### config.mk
export PLATFORM = sky130hd
export DESIGN_NAME = cir_fifo_reader
export DESIGN_NICKNAME = d
export VERILOG_FILES = /design/src/rtl/cir_fifo_reader.sv
export SDC_FILE = /design/constraint.sdc
export NUM_CORES = 1
export LEC_CHECK = 0
export ABC_AREA = 1
export ABC_CLOCK_PERIOD_IN_PS = 1400
export CAP_MARGIN = 20
export CORE_MARGIN = 3
export CORE_UTILIZATION = 30
export CTS_CLUSTER_DIAMETER = 120
export DETAILED_ROUTE_END_ITERATION = 12
export SLEW_MARGIN = 20
export SYNTH_ARGS = -nofsm -noshare
export SYNTH_HDL_FRONTEND = slang
export SYNTH_SLANG_ARGS = --single-unit
### constraint.sdc
create_clock -name clk -period 1.4 [get_ports clk]
set_input_delay 0.14 -clock clk [delete_from_list [all_inputs] [get_ports clk]]
set_output_delay 0.14 -clock clk [all_outputs]
set_load 0.02 [all_outputs]
### src/rtl/cir_fifo_reader.sv
// Read engine for cir_fifo: pops on credit, fixed 1-cycle read latency, out_valid 2 cycles after first pop.
// Two-entry in-order skid buffer holds out_valid/out_data stable under backpressure; pops stall when full.
module cir_fifo_reader #(
  parameter int WIDTH = 8,
  parameter int CNT_W = 16
) (
  input  logic             clk,
  input  logic             rst,
  input  logic             enable,
  input  logic             fifo_empty,
  output logic             fifo_rd,
  input  logic [WIDTH-1:0] fifo_rd_data,
  output logic             out_valid,
  input  logic             out_ready,
  output logic [WIDTH-1:0] out_data,
  output logic             busy,
  input  logic             cnt_clr,
  output logic [CNT_W-1:0] rd_count
);

  typedef enum logic [1:0] {
    ST_IDLE  = 2'd0,
    ST_RUN   = 2'd1,
    ST_DRAIN = 2'd2
  } state_t;

  state_t           r_state;
  state_t           w_state_nxt;
  logic [WIDTH-1:0] r_buf0;
  logic [WIDTH-1:0] r_buf1;
  logic [1:0]       r_cnt;
  logic             r_inflight;
  logic [CNT_W-1:0] r_rd_count;

  logic [1:0]       w_occ;
  logic [1:0]       w_occ_net;
  logic             w_pop;
  logic             w_push;
  logic             w_rd;

  assign out_valid = (r_cnt != 2'd0);
  assign out_data  = r_buf0;
  assign busy      = (r_state != ST_IDLE);
  assign rd_count  = r_rd_count;

  assign w_pop     = out_valid & out_ready;
  assign w_push    = r_inflight;
  assign w_occ     = r_cnt + {1'b0, r_inflight};
  assign w_occ_net = w_occ - {1'b0, w_pop};

  // rst gates the strobe combinationally so no pop can leak out while reset is held
  assign w_rd    = rst & enable & ~fifo_empty & (w_occ_net < 2'd2) & (r_state == ST_RUN);
  assign fifo_rd = w_rd;

  always_ff @(posedge clk or negedge rst) begin
    if (!rst) begin
      r_state <= ST_IDLE;
    end else begin
      r_state <= w_state_nxt;
    end
  end

  always_comb begin
    w_state_nxt = r_state;
    case (r_state)
      ST_IDLE: begin
        if (enable) w_state_nxt = ST_RUN;
      end
      ST_RUN: begin
        if (!enable) w_state_nxt = (w_occ != 2'd0) ? ST_DRAIN : ST_IDLE;
      end
      ST_DRAIN: begin
        if (enable)                w_state_nxt = ST_RUN;
        else if (w_occ == 2'd0)    w_state_nxt = ST_IDLE;
      end
      default: w_state_nxt = ST_IDLE;
    endcase
  end

  // r_buf0 is always the head; a full buffer implies nothing is in flight
  always_ff @(posedge clk or negedge rst) begin
    if (!rst) begin
      r_buf0     <= '0;
      r_buf1     <= '0;
      r_cnt      <= 2'd0;
      r_inflight <= 1'b0;
    end else begin
      r_inflight <= w_rd;
      case ({w_push, w_pop})
        2'b10: begin
          if (r_cnt == 2'd0) r_buf0 <= fifo_rd_data;
          else               r_buf1 <= fifo_rd_data;
          r_cnt <= r_cnt + 2'd1;
        end
        2'b01: begin
          r_buf0 <= r_buf1;
          r_cnt  <= r_cnt - 2'd1;
        end
        2'b11: begin
          if (r_cnt == 2'd1) begin
            r_buf0 <= fifo_rd_data;
          end else begin
            r_buf0 <= r_buf1;
            r_buf1 <= fifo_rd_data;
          end
        end
        default: begin
        end
      endcase
    end
  end

  always_ff @(posedge clk or negedge rst) begin
    if (!rst) begin
      r_rd_count <= '0;
    end else if (cnt_clr) begin
      r_rd_count <= '0;
    end else if (w_pop) begin
      r_rd_count <= r_rd_count + CNT_W'(1);
    end
  end

endmodule

# [Yosys cells after proc, flatten, opt, wreduce, memory -nomap -nowiden]
# Index checks and enable logic that the tools add are counted.
[op_classes] addsub=5 bitwise=6 eq_ne=12 mux=15 reduce_logical=13 order_cmp=1
[op_table] op="$mux W16" count=2
[op_table] op="$mux W8" count=4
[op_table] op="$pmux W8 S3" count=1
[op_table] op="$add A16 B1 Y16 const B" count=1
[op_table] op="$pmux W8 S2" count=1
[op_table] op="$reduce_bool A2 Y1" count=6
[op_table] op="$mux W2" count=5
[op_table] op="$ne A2 B2 Y1 const B" count=5
[op_table] op="$eq A2 B1 Y1 const B" count=3
[op_table] op="$eq A2 B2 Y1 const B" count=3
[op_table] op="$logic_not A2 Y1" count=3
[op_table] op="$pmux W2 S3" count=1
[op_table] op="$reduce_and A3 Y1" count=2
[op_table] op="$and A1 B1 Y1" count=5
[op_table] op="$pmux W2 S2" count=1
[op_table] op="$ne A3 B3 Y1 const B" count=1
[op_table] op="$reduce_bool A3 Y1" count=1
[op_table] op="$add A2 B1 Y2" count=1
[op_table] op="$add A2 B1 Y2 const B" count=1
[op_table] op="$lt A2 B2 Y1 const B" count=1
[op_table] op="$reduce_and A2 Y1" count=1
[op_table] op="$sub A2 B1 Y2" count=1
[op_table] op="$sub A2 B1 Y2 const B" count=1
[op_table] op="$not A1 Y1" count=1
[totals] output_inout_bits=27 input_bits=14 register_bits=37

# [Longest topological paths before layout]
# Gate-level depths: netlist (run 1).
[logic_depth] depth_word=6 mapped_depth=10 mapped_depth_nobuf=10

# [Least setup slack after synthesis (run 1)]
# No wires, ideal clock.
[synth_path] path_type="register to register" from="reg r_cnt[0]" to="reg r_inflight" arrival_time_ps=1529 required_time_ps=1251 path_buffers=1 path_stages_with_launch=9 path_slack_ps=-278 setup_ps=149 cell_sequence="dfrtp_1 > inv_1 > ha_1 > inv_2 > nand2_4 > buf_6 > o21ai_0 > nand3_1 > nor2_1"
[synth_via] elab_chain_len=6 elab_cells_between_ends=7 classes_between="add/sub (2); order compare (1); bitwise (3); reduce/logical (1)"
[synth_lines] element="from (decl)" line_no="31" text="logic [1:0] r_cnt;"
[synth_lines] element="from (signal assigned)" line_no="93" text="r_cnt <= r_cnt + 2'd1;"
[synth_lines] element="from (signal assigned)" line_no="97" text="r_cnt <= r_cnt - 2'd1;"
[synth_lines] element="$reduce_bool A2 Y1" line_no="41" text="assign out_valid = (r_cnt != 2'd0);"
[synth_lines] element="named net out_valid" line_no="13" text="output logic out_valid,"
[synth_lines] element="$and A1 B1 Y1" line_no="46" text="assign w_pop = out_valid & out_ready;"
[synth_lines] element="$sub A2 B1 Y2" line_no="49" text="assign w_occ_net = w_occ - {1'b0, w_pop};"
[synth_lines] element="$lt A2 B2 Y1" line_no="52" text="assign w_rd = rst & enable & ~fifo_empty & (w_occ_net < 2'd2) & (r_state == ST_RUN);"
[synth_lines] element="$and A1 B1 Y1 (2 in series)" line_no="52"
[synth_lines] element="named net fifo_rd" line_no="11" text="output logic fifo_rd,"
[synth_lines] element="to (signal assigned)" line_no="88" text="r_inflight <= w_rd;"
[synth_lines] element="to (decl)" line_no="32" text="logic r_inflight;"
# The timed path passes the listed nets, and every way through them passes these cells.
# A chain may end at the register's enable or synchronous reset.

# [Worst setup path in the final report (run 1)]
[layout_path] from="reg r_cnt[0]" to="out fifo_rd"
[layout_via] elab_chain_len=6 elab_cells_between_ends=7 classes_between="add/sub (2); order compare (1); bitwise (3); reduce/logical (1)"
[layout_lines] element="parallel branches: the longest is 2 deep, another holds $add A2 B1 Y2"
[layout_lines] element="$sub A2 B1 Y2 *" line_no="49"
[layout_lines] element="$lt A2 B2 Y1 *" line_no="52"
[layout_lines] element="$and A1 B1 Y1 * (2 in series)" line_no="52"
[layout_lines] element="to (decl)" line_no="11"
# Mark *: on every way between the ends.

==> results of run 1 <==
-- cell type report --
class	count	area share, %
multi-input cells	162	37.89
flip-flops and latches	37	30.79
repair buffers	64	21.06
inverters	24	3.324
well taps	75	3.116
clock buffers	5	2.285
clock inverters	3	1.537
-- cells in the final DEF (no fill, tap or decap), drive strengths merged --
master         count
nand2             49
nor2              38
dfrtp             37
buf               27
dlygate4sd2       24
inv               24
nand3             23
o21ai             13
clkdlybuf4s50     12
a21oi              8
a31oi              8
mux2               8
clkbuf             5
ha                 4
nor3               3
nand4              2
xor2               2
xnor2              1
nor3b              1
o21bai             1
nor4               1
bufinv             1
clkinvlp           1
clkinv             1
dlygate4sd3        1
-- power groups by stage --
stage | Sequential [µW] | Clock [µW] | Combinational [µW]
2_1_floorplan | 1660 | 0 | 691
3_3_place_gp | 1510 | 0 | 1540
6_report | 1520 | 970 | 2040
5_1_grt | 1560 | 1020 | 2200
4_1_cts | 1510 | 985 | 1850
3_5_place_dp | 1520 | 0 | 1570
-- cell families after synthesis --
| group | after synthesis |
|---|---|
| XOR/XNOR | 3 |
| AND/OR/NAND/NOR | 117 |
| AO/OA/AOI/OAI | 30 |
| buffers and inverters | 29 |
| multiplexers | 8 |
| adder cells (fa/ha/maj) | 4 |
| flip-flops | 37 |
-- critical path, stage by stage (launching register included) --
cell and delay [ns]:
sky130_fd_sc_hd__dfrtp_2 0.42, sky130_fd_sc_hd__inv_2 0.05, sky130_fd_sc_hd__ha_4 0.16, sky130_fd_sc_hd__inv_4 0.06, sky130_fd_sc_hd__nand2_4 0.06, sky130_fd_sc_hd__o21ai_2 0.13
sky130_fd_sc_hd__nand3_2 0.11, sky130_fd_sc_hd__nor2_4 0.13, sky130_fd_sc_hd__buf_6 0.12
-- through the flow --
stage | instance area [µm²] | setup TNS [ns] | hold slack (ns) | total power, µW | setup WS (ns)
after floorplan | 1917 | -0.1503 | -0.1556 | 2353 | -0.09234
after global placement | 2530 | -3.824 | 0.2761 | 3050 | -0.4354
after detailed placement | 2530 | -4.932 | 0.2800 | 3083 | -0.4578
after CTS | 2868 | -4.720 | 0.2767 | 4344 | -0.2654
after global routing | 3012 | -7.223 | 0.2749 | 4786 | -0.3824
final | 3012 | -4.412 | 0.2676 | 4522 | -0.2681
-- layer usage --
metal	track usage (%)	wire length (µm)	vias up
met5	0	0	-
met4	4.892	64	0
met3	2.594	188	6
met2	22.81	2435	40
met1	18.09	2187	863
li1	-	-	887
-- sequential cells by signal, summed over array words and instances, names as in the netlist --
signal and count:
rd_count 16, r_state 2, out_data 8, r_inflight 1
r_buf1 8, r_cnt 2
-- worst paths after layout --
kind	start	to	slack, ns	depth (start not counted)
max reg2reg	r_cnt[0]	out_data[1]	-0.23	11
min in group asynchronous	rst	rd_count[5]	0.49	3
min	rst	r_inflight	0.27	5
max	r_cnt[0]	fifo_rd	-0.27	8
min reg2reg	r_buf1[0]	r_buf1[0]	0.51	1
max in group asynchronous	rst	r_cnt[0]	0.54	3
-- timing repair --
item | CTS | global route
cloned | 2 | 0
gates resized for setup | 87 | 39
hold buffers | 1 | 0
setup buffers | 2 | 2
pin swaps | 11 | 18
setup endpoints to repair | 58 | 37
hold endpoints to repair | 37 | 0
==> impl_metrics.csv, run 1 <==
group,metric,value,unit
status,outcome,"finished, violations left",
status,failing_checks,"setup timing",
worst_setup_path,worstSetupPathType,"reg -> out",
timing,final.period_utilization,119.1,%
die,design.portCount,41,
power_and_ir_drop,power.switching,1639,µW
power_and_ir_drop,power_switching_share,36.25,%
drt,remaining_drc_errors,0,
synth,synthesized_instance_count,228,
synth,synth_area_per_cell,8.352,µm²
timing,setup_viol,34,
clock_network,cts_max_path_buffers,2,
drt,first_iter_violations,83,
drt,route.detailed.wl_per_inst,13.18,µm
layout,area_growth,58.15,%
synth,synthAdderAreaFrac,2.628,%
layout,utilization,49.98,%
die,die_x,85.67,µm
timing,setup_ws,-0.2681,ns
global_routing,grt_pass1_vias,1734,
die,overall_die_area,7339,µm²
drt,drt-pass1-iter-count,4,
timing,slew-limit-headroom,67.65,%
synth,synth-compound-area-share,8.541,%
worst_setup_path,timing.critical_path.required,1.26,ns
die,placementRows,28,
job,reported_max_cap_violation_count,0,
global_routing,largest_net_degree_at_the_start_of_global_routing,38,
synth,synthDominantAreaCellType,"sky130_fd_sc_hd__dfrtp_1",
synth,netlist_top_cells_area,"sky130_fd_sc_hd__dfrtp_1 (49%), sky130_fd_sc_hd__nand2_1 (9.3%), sky130_fd_sc_hd__nor2_1 (6.7%)",
clock_network,clock_tree_from_tritoncts,"built",
timing,period_needed,1.668,ns
worst_setup_path,endpoint_kind,"primary output",
place,gp_routability_congestion,0.7932,
power_and_ir_drop,leakagePower,0.001383,µW
timing,final.setup_skew,0.006363,ns
clock_network,clk_transition_reported_paths,0.08,ns
power_and_ir_drop,power_frac_clock,21.5,%
drt,via_count,1796,
layout,antenna-diode-count,0,
timing,worst-slew-pin-transition,0.4853,ns
global_routing,grt.overflow.total,0,
timing,timing.fmax,599.5,MHz
synth,synth_xor_xnor_area_share,1.380,%
clock_network,numClockSinks,37,
synth,yosysTopAreaCellShare,48.62,%
drt,route.antenna.remaining_nets,0,
global_routing,groute.usage.overall,13.81,%
worst_setup_path,crit_path_start_kind,"register",
synth,synth_nets,246,
timing,hold_violations,0,
power_and_ir_drop,p_per_area,1502,nW/µm²
worst_hold_path,hold_path_class,"in -> reg",
layout,fillers,590,
synth,ys.warnings.count,0,
worst_setup_path,cp_data_arrival_time,1.53,ns
layout,instances_no_fill,370,
synth,synth_top_family_by_area,"simple AND/OR/NAND/NOR gates",
power_and_ir_drop,power_report.internal_total,2883,µW
synth,synth_async_sr_flop_share,100.0,%
power_and_ir_drop,maximum_vdd_drop,1309,µV
power_and_ir_drop,sequentialPowerShare,33.5,%
timing,grt_setup_unrepaired,"yes",
layout,multiInputGateArea,1141,µm²
clock_network,clock_insertion_delay_worst_skew,0.29,ns
place,dp_cells,356,
place,dpl.hpwl,3124,µm
synth,synth.top_cells.by_count,"sky130_fd_sc_hd__nand2_1 (47), sky130_fd_sc_hd__dfrtp_1 (37), sky130_fd_sc_hd__nor2_1 (34)",
die,initial_utilization,31.60,%
synth,synth-main-ff-cell,"sky130_fd_sc_hd__dfrtp_1",
synth,ys_seq_elements,37,
layout,fin_nets,312,
synth,mappedNetlistArea,1904,µm²
layout,final-seq-area,927.1,µm²
power_and_ir_drop,comb_power_share,45.0,%
clock_network,cts_made_buffers,5,
synth,yosys-mux-area-fraction,4.731,%
drt,drt-total-wl,4876,µm
drt,vias_per_cell,4.854,
clock_network,cell_chosen_for_the_clock_root,"sky130_fd_sc_hd__clkbuf_8",
timing,report.final.slew_viol_count,0,
die,floorplan.die.height,85.67,µm
synth,ys_types,27,
die,design.core.area,6026,µm²
clock_network,htree_num_levels,2,
layout,post_route_cells_drive_above_1_share,34.92,%
global_routing,wire_length_of_the_first_global_routing_pass,8079,µm
synth,synth-edff-count,0,
synth,ys_seq_area_share,48.62,%
synth,synth_simple_gate_area_share,27.46,%
global_routing,antenna_found_initial,0,
place,io_buffer_count,40,
synth,synth_most_common_cell,"sky130_fd_sc_hd__nand2_1",
worst_setup_path,cp_max_fo,3,
Note: power is estimated with default switching activity, not from simulation.
==> inputs of run 2 (changes only) <==
CORE_UTILIZATION = 45   (was 30)
PLACE_DENSITY = 0.75   (was default)
REMOVE_ABC_BUFFERS = 1   (was default)
TNS_END_PERCENT = 50   (was default)
==> run 2 against run 1 <==
Compared with the run above:
- the flow still finishes with violations (setup timing)
- sequential share of layout area grew 0.83 points
- clock skew grew 0.0051 ns
- core utilization grew 23 points
- worst hold slack lost 0.0022 ns
- die area shrank 31%
- register-to-register slack gained 0.03 ns
- critical path depth is the same
- first-iteration DRC count grew 7.2%
- worst setup slack lost 0.027 ns
- combinational power is essentially flat
- flip-flop and latch count is the same
- routed wire length grew 3.5%
- largest power group unchanged
==> impl_metrics.csv, run 2 (same netlist as run 1, synthesis figures left out) <==
group,metric,value,unit
layout,fin_nets,314,
power_and_ir_drop,power_report.internal_total,2705,µW
global_routing,wire_length_of_the_first_global_routing_pass,7769,µm
worst_setup_path,worstPathCellList,"inv_2 -> ha_4 -> inv_4 -> nand2_4 -> o21ai_1 -> nand3_1 -> nor2_2 -> buf_6",
timing,setup_viol,29,
global_routing,grt_pass1_vias,1763,
die,die_x,71.05,µm
layout,layout_common_cells,"sky130_fd_sc_hd__dfrtp_1 (37), sky130_fd_sc_hd__nand2_1 (33), sky130_fd_sc_hd__nor2_1 (30), sky130_fd_sc_hd__dlygate4sd2_1 (21), sky130_fd_sc_hd__inv_1 (18)",
power_and_ir_drop,leakagePower,0.001400,µW
drt,first_iter_violations,89,
timing,setup_ws,-0.2953,ns
clock_network,cell_chosen_for_the_clock_root,"sky130_fd_sc_hd__clkbuf_8",
drt,remaining_drc_errors,0,
timing,final.period_utilization,121.1,%
timing,grt_setup_unrepaired,"yes",
worst_setup_path,worstSetupPathType,"reg -> out",
die,floorplan.die.height,71.05,µm
drt,route.antenna.remaining_nets,0,
job,reported_max_cap_violation_count,0,
die,design.core.area,4029,µm²
power_and_ir_drop,power.switching,1599,µW
clock_network,numClockSinks,37,
timing,slew-limit-headroom,68.09,%
global_routing,antenna_found_initial,0,
timing,timing.fmax,589.9,MHz
layout,post_route_cells_drive_above_1_share,31.42,%
clock_network,clock_insertion_delay_worst_skew,0.30,ns
worst_setup_path,critical-path-slowest-cell,"sky130_fd_sc_hd__dfrtp_1",
timing,hold_violations,0,
global_routing,grt.overflow.total,0,
power_and_ir_drop,p_per_area,1469,nW/µm²
die,placementRows,23,
place,dp_worst_setup_slack,-0.4687,ns
worst_setup_path,cp_data_arrival_time,1.56,ns
drt,via_count,1811,
place,gp_routability_congestion,0.7895,
place,io_buffer_count,40,
worst_setup_path,cp_max_fo,3,
clock_network,clk_transition_reported_paths,0.07,ns
clock_network,cts_max_path_buffers,2,
layout,final-seq-area,925.9,µm²
layout,area_growth,53.81,%
power_and_ir_drop,maximum_vdd_drop,1160,µV
worst_setup_path,endpoint_kind,"primary output",
power_and_ir_drop,comb_power_share,46.8,%
power_and_ir_drop,power_switching_share,37.16,%
drt,vias_per_cell,5.234,
global_routing,groute.usage.overall,19.21,%
clock_network,htree_num_levels,2,
status,failing_checks,"setup timing",
worst_hold_path,hold_path_class,"in -> reg",
layout,max_ffs_per_register,16,
clock_network,clock_tree_from_tritoncts,"built",
layout,mostFrequentLayoutCell,"sky130_fd_sc_hd__dfrtp_1",
power_and_ir_drop,sequentialPowerShare,35.2,%
worst_setup_path,critical-path-top-delay-family,"flip-flops",
die,design.portCount,41,
layout,antenna-diode-count,0,
worst_setup_path,crit_buf_inv,3,
timing,worst-slew-pin-transition,0.4786,ns
drt,drt-pass1-iter-count,4,
die,overall_die_area,5048,µm²
drt,drt-total-wl,5049,µm
clock_network,cts_made_buffers,5,
status,outcome,"finished, violations left",
global_routing,largest_net_degree_at_the_start_of_global_routing,38,
die,initial_utilization,47.27,%
layout,finalInstanceArea,2929,µm²
worst_setup_path,slowest_delay,0.40,ns
power_and_ir_drop,power_frac_clock,18.1,%
layout,fillers,304,
drt,route.detailed.wl_per_inst,14.59,µm
place,placed_cell_area,2489,µm²
place,dpl.hpwl,3162,µm
worst_setup_path,crit_path_start_kind,"register",
timing,final.setup_skew,0.01145,ns
layout,multiInputGateArea,1099,µm²
timing,period_needed,1.695,ns
timing,report.final.slew_viol_count,0,
worst_setup_path,timing.critical_path.required,1.26,ns
## run 2: stage by stage
step	TNS (ns)	total power (µW)	hold slack [ns]	utilization, %	instances
2_1_floorplan	-1.920	2286	-0.1556	-	223
3_3_place_gp	-2.865	3005	0.2667	61.77	333
3_5_place_dp	-4.247	3056	0.2741	61.77	333
4_1_cts	-3.258	3914	0.2516	65.75	343
5_1_grt	-5.110	4579	0.2722	72.70	346
6_report	-3.135	4304	0.2653	72.70	346
## run 2: layout make-up
| type | instances | area share, % |
|---|---|---|
| inverters | 24 | 3.588 |
| multi-input cells | 162 | 37.51 |
| flip-flops and latches | 37 | 31.61 |
| well taps | 50 | 2.136 |
| clock inverters | 1 | 0.2563 |
| repair buffers | 66 | 22.08 |
| clock buffers | 6 | 2.819 |
## run 2: worst paths after layout
| kind | cells past startpoint | endpoint | startpoint | slack (ns) |
|---|---|---|---|---|
| max reg2reg | 7 | r_buf1[6] | r_cnt[0] | -0.20 |
| max in group asynchronous | 3 | rd_count[1] | rst | 0.57 |
| max | 8 | fifo_rd | r_cnt[1] | -0.30 |
| min in group asynchronous | 3 | rd_count[10] | rst | 0.49 |
| min | 5 | r_inflight | rst | 0.27 |
| min reg2reg | 1 | r_buf1[2] | r_buf1[2] | 0.51 |
## run 2: power by group through the flow
stage | clock (µW) | sequential [µW] | combinational, µW
floorplan | 0 | 1660 | 622
global placement | 0 | 1500 | 1500
detailed placement | 0 | 1520 | 1540
CTS | 788 | 1500 | 1630
global route | 860 | 1540 | 2180
finish | 778 | 1510 | 2010
## run 2: metal layers
metal | track usage (%) | up-vias | routed length (µm)
met5 | 0 | - | 0
met4 | 7.307 | 0 | 99
met3 | 5.966 | 8 | 291
met2 | 32.13 | 52 | 2601
met1 | 23.17 | 866 | 2057
li1 | - | 885 | -
## run 2: worst min-delay path, delay by kind of cell
kind / cells / cell delay, ns
AND/OR/NAND/NOR: 4 / 0.25
buffers and inverters: 1 / 0.12
## run 2: what timing repair did
item / in CTS / in global routing
hold endpoints to repair: 37 / 0
hold buffers: 1 / 0
pin swaps: 5 / 17
setup buffers: 2 / 5
gates resized for setup: 54 / 69
setup endpoints to repair: 53 / 39
==> variant 1, RTL diff (flow settings as in run 2) <==
Put one more register stage on the output `rd_count`, cleared by the reset. The value now appears one clock later. The other outputs are not delayed to match.
--- a/src/rtl/cir_fifo_reader.sv
+++ b/src/rtl/cir_fifo_reader.sv
@@ -41,7 +41,13 @@
   assign out_valid = (r_cnt != 2'd0);
   assign out_data  = r_buf0;
   assign busy      = (r_state != ST_IDLE);
-  assign rd_count  = r_rd_count;
+  always_ff @(posedge clk or negedge rst) begin
+    if (!rst) begin
+      rd_count <= '0;
+    end else begin
+      rd_count <= r_rd_count;
+    end
+  end
 
   assign w_pop     = out_valid & out_ready;
   assign w_push    = r_inflight;
Function: changed (Yosys sat finds a counterexample within 10 cycles, from zero or initial values and one cycle with rst low).
==> variant 1 against run 2 <==
- largest cell class is now sequential cells
- non-clock buffer count is 1 higher
- sequential cell count is 16 higher
- core utilization is 3.6 points lower
- worst setup slack better by 16 ps
- clock power is 4.8% higher
- critical path depth is 2 lower
- area after synthesis is 21% higher
- routed wire length is 2.7% lower
- the run still ends with negative setup slack left
- design area is 14% higher
- cell count is 14% higher
- power is 12% higher
==> variant 1: results (changes against run 2) <==
- Dpl hpwl: 3.142 mm (-0.61%)
- Violated checks: negative setup slack
- Proportion of synthesized area in mux cells: 0% (-4.7 points)
- Summed area of non-filler cells in the final layout: 3348 µm² (+14%)
- Biggest cell delay along the critical path: 450 ps (+50 ps)
- Post-detailed-route via-to-cell ratio: 4.771 (-8.8%)
- Xor/xnor cell area share of the yosys netlist: 0.7609% (-0.62 points)
- Largest cells by area after synthesis: dfrtp_1 58%, nand2_1 9.9%, inv_1 5.2%
- Overall routing resource usage: 15.99% (-3.2 points)
- Most common library cells after synthesis: 61 x nand2_1, 53 x dfrtp_1, 32 x inv_1
- Cell Count Post-Placement: 376 (+13%)
- CP Max Fanout: 4 (+1)
- Worst-case vdd ir drop: 1.046 mV (-9.8%)
- Length in cells of the worst reg-to-reg path: 9 (+2)
- H-tree depth: 2 (unchanged)
- First-pass iteration count of the detailed router: 4 (unchanged)
- Skew final: 8.798 ps (-2.652 ps)
- Minimum setup slack in the final design: -279.3 ps (+16.00 ps)
- Post-synthesis cell type count: 28 (+3.7%)
- Kind of path behind the tightest hold check: primary input to async pin
- Dominant combinational cell family by area after synthesis: simple AND/OR/NAND/NOR gates
- Post-synthesis compound-gate area fraction: 11.68% (+3.1 points)
- Initial Util: 47.48% (+0.22 points)
- Via count of the first global-routing pass: 1,737 (-1.5%)
- Setup slack, reg-to-reg: -260 ps (-60 ps)
- CTS Root Cell: clkbuf_8
- Share of flip-flops with an asynchronous set or reset after synthesis: 100.0% (unchanged)
- Sequential element share of the synthesized area: 57.61% (+9.0 points)
- Count of endpoints failing setup in the final report: 33 (+14%)
- Synthesized-area fraction occupied by adder cells: 2.717% (+0.089 points)
- Warnings, synthesis: 0 (unchanged)
- Share of final-layout standard cells stronger than drive strength 1: 24.54% (-6.9 points)
- Status: finished, violations left
- Worst slew slack as a fraction of its limit: 56.55% (-12 points)
- Critical Path Slowest Stage Cell: dfrtp_2
- Arrival time worst endpoint: 1540 ps (-20 ps)
- Switching power share of the total: 34.70% (-2.5 points)
- Leak Pwr: 0.001760 µW (+26%)
- Number of nets in the final layout: 344 (+9.6%)
- Placed Area: 2914 µm² (+17%)
- ANT cells: 0 (unchanged)
- Routability Congestion: 0.8311 (+5.3%)
- First-pass GRT wire length: 7.734 mm (-0.45%)
- # fillers: 376 (+24%)
- Endpoint of the most critical register-to-register path: r_buf1[2]$_DFFE_PN0P_
- Maximum number of pins on one net before global-route repair: 54 (+42%)
- Initial drt markers: 126 (+42%)
- CTS clock-pin slew for the worst setup and hold paths: 90 ps (+20 ps)
- Detailed-route via count: 1,875 (+3.5%)
- Cell count after synthesis: 255 (+12%)
- WL per Instance: 12.51 µm (-14%)
-- variant 1: repair_timing --
action                                  CTS  global route
setup buffers                             3             4
pin swaps                                 4            15
hold endpoints to repair                  0             0
gates resized for setup                  38            72
endpoints found under the setup margin   41            46
hold buffers                              0             0
gates cloned                              0             2
-- variant 1: final cells by class --
| type | instances | area share (%) |
|---|---|---|
| Clock buffer | 8 | 2.392 |
| Inverter | 36 | 4.559 |
| Multi-Input combinational cell | 162 | 29.75 |
| Sequential cell | 53 | 39.65 |
| Tap cell | 67 | 2.504 |
| Timing Repair Buffer | 67 | 21.15 |
-- variant 1: how the worst max path moves through the flow --
stage                                     from              endpoint
final                     r_cnt[0]$_DFFE_PN0P_               fifo_rd
after global routing      r_cnt[0]$_DFFE_PN0P_               fifo_rd
after CTS                 r_cnt[0]$_DFFE_PN0P_               fifo_rd
after detailed placement                enable               fifo_rd
after global placement    r_cnt[0]$_DFFE_PN0P_               fifo_rd
after floorplan           r_cnt[0]$_DFFE_PN0P_  r_inflight$_DFF_PN0_
-- variant 1: metal layers --
metal	routed length, µm	GRT usage [%]	part of all wire, %	up-vias
li1	-	-	-	955
met1	2352	21.64	48	869
met2	2310	25.47	47	44
met3	181	2.900	3.7	7
met4	71	6.406	1.4	0
met5	0	0	0	-
-- variant 1: critical path: cells and delay by family, from the launching register on --
family,cells,cell delay (ps)
xor+xnor,1,170
flops,1,450
simple gates,2,160
fa+ha+maj,1,190
buf+inv,2,260
-- variant 1: metrics by stage --
stage                     setup TNS [ps]  setup slack (ps)  total power [µW]  hold slack [ps]
after floorplan                    -2988            -193.7              2762           -155.6
after global placement             -3645            -422.8              3484            364.7
after detailed placement           -4957            -452.5              3524            367.5
after CTS                          -6082            -306.0              4439            32.83
after global routing               -6959            -350.5              5130            69.06
final                              -4624            -279.3              4809            21.56
-- variant 1: kinds of logic after synthesis --
kind of cell	count (synthesis)
XOR/XNOR	2
buffers and inverters	40
adder cells (fa/ha/maj)	5
AO/OA/AOI/OAI	43
AND/OR/NAND/NOR	112
flip-flops	53
-- variant 1: power by group through the flow --
stage,Sequential [µW],Combinational [µW],Clock [µW]
floorplan,2140,627,0
global placement,1980,1510,0
detailed placement,1990,1530,0
CTS,1960,1630,847
global route,2020,2190,917
finish,1980,2010,815
==> variant 2, RTL diff (config.mk and constraints of run 2) <==
Without the edit above. `WIDTH`: 8 -> 12.
--- a/src/rtl/cir_fifo_reader.sv
+++ b/src/rtl/cir_fifo_reader.sv
@@ -1,7 +1,7 @@
 // Read engine for cir_fifo: pops on credit, fixed 1-cycle read latency, out_valid 2 cycles after first pop.
 // Two-entry in-order skid buffer holds out_valid/out_data stable under backpressure; pops stall when full.
 module cir_fifo_reader #(
-  parameter int WIDTH = 8,
+  parameter int WIDTH = 12,
   parameter int CNT_W = 16
 ) (
   input  logic             clk,
Ports: changed (resized fifo_rd_data and out_data); port bits go from 41 to 49. The function was not compared with the original's and may differ.
==> variant 2 against run 2 <==
- the run still ends with negative setup slack left
- sequential cell count grew 8
- design area grew 26%
- largest cell class unchanged
- routed wire length increased by 41%
- area after synthesis is 17% higher
- power increased by 45%
- die area is 15% higher
- critical path type unchanged
- worst setup slack improved by 20 ps
- core utilization up 8.0 points
==> variant 2: results (changes against run 2) <==
- Initial drt markers: 218 (+140%)
- Maximum number of pins on one net before global-route repair: 46 (+21%)
- Dpl hpwl: 3.643 mm (+15%)
- Endpoint of the most critical register-to-register path: out_data[0]$_DFFE_PN0P_
- Sum of negative setup slack: -7230 ps (-4094 ps)
- Count of endpoints failing setup in the final report: 43 (+48%)
- First-pass iteration count of the detailed router: 5 (+1)
- Setup slack, reg-to-reg: -250 ps (-50 ps)
- Status: finished, violations left
- Post-synthesis cell type count: 28 (+3.7%)
- First-pass GRT wire length: 8.721 mm (+12%)
- Number of nets in the final layout: 360 (+15%)
- Critical Path Slowest Stage Cell: dfrtp_2
- Skew final: 6.797 ps (-4.652 ps)
- Number of buffers inserted by port buffering: 48 (+20%)
- Post-placement setup slack: -462.8 ps (+5.880 ps)
- Violated checks: negative setup slack
- Placed Area: 2937 µm² (+18%)
- Sequential share of power: 32.6% (-2.6 points)
- Overall routed net length: 7.114 mm (+41%)
- Length in cells of the worst reg-to-reg path: 11 (+4)
- Power per Cell Area: 1692 nW/µm² (+15%)
- Clock power frac: 15.7% (-2.4 points)
- Routability Congestion: 0.8432 (+6.8%)
- Overall routing resource usage: 18.24% (-0.97 points)
- Leak Pwr: 0.001683 µW (+20%)
- Final non-filler cell total: 403 (+16%)
- Minimum setup slack in the final design: -275.2 ps (+20.08 ps)
-- variant 2: cells by family (layout without fill, tap and decap cells) --
logic type | after synthesis | in the layout | synth area share, %
muxes | 12 | 12 | 6.071
xor gates and xnor gates | 2 | 2 | 0.7871
DFF | 45 | 45 | 50.59
AOI/OAI and AO/OA | 33 | 33 | 8.488
buffers and inverters | 30 | 109 | 6.127
adders and majority gates | 4 | 4 | 2.249
and+or+nand+nor | 133 | 133 | 25.69
-- variant 2: cell type report --
class,instances,area (µm²)
Clock buffer,5,68.82
Clock inverter,2,35.03
Fill cell,276,879.6
Inverter,22,111.4
Multi-Input combinational cell,184,1423
Sequential cell,45,1127
Tap cell,65,81.33
Timing Repair Buffer,80,838.3
-- variant 2: layer usage --
metal,wire [µm],track usage (%)
met3,394,3.428
met1,2715,23.08
met5,0,0
met4,176,9.601
met2,3828,29.61
-- variant 2: timing repair --
| item | in CTS | in global routing |
|---|---|---|
| buffers inserted | 1 | 4 |
| hold buffers | 1 | 0 |
| hold endpoints to repair | 45 | 0 |
| pin swaps | 5 | 17 |
| gates resized for setup | 64 | 107 |
| gates cloned | 0 | 3 |
| endpoints found under the setup margin | 67 | 50 |
-- variant 2: worst max-delay path by stage --
stage | endpoint | slack [ps]
after floorplan | out_data[2]$_DFFE_PN0P_ | -230
after global placement | fifo_rd | -430
after detailed placement | fifo_rd | -460
after CTS | fifo_rd | -280
after global routing | fifo_rd | -330
final | fifo_rd | -280
-- variant 2: worst reg2reg max path: stages (launching register included) --
cell and delay (ps):
dfrtp_2 420, inv_2 50, ha_4 160, inv_4 60
nand2_4 50, buf_6 130, buf_12 150, o21ai_4 80
buf_12 140, clkbuf_16 150, nor2_2 30, a31oi_1 170
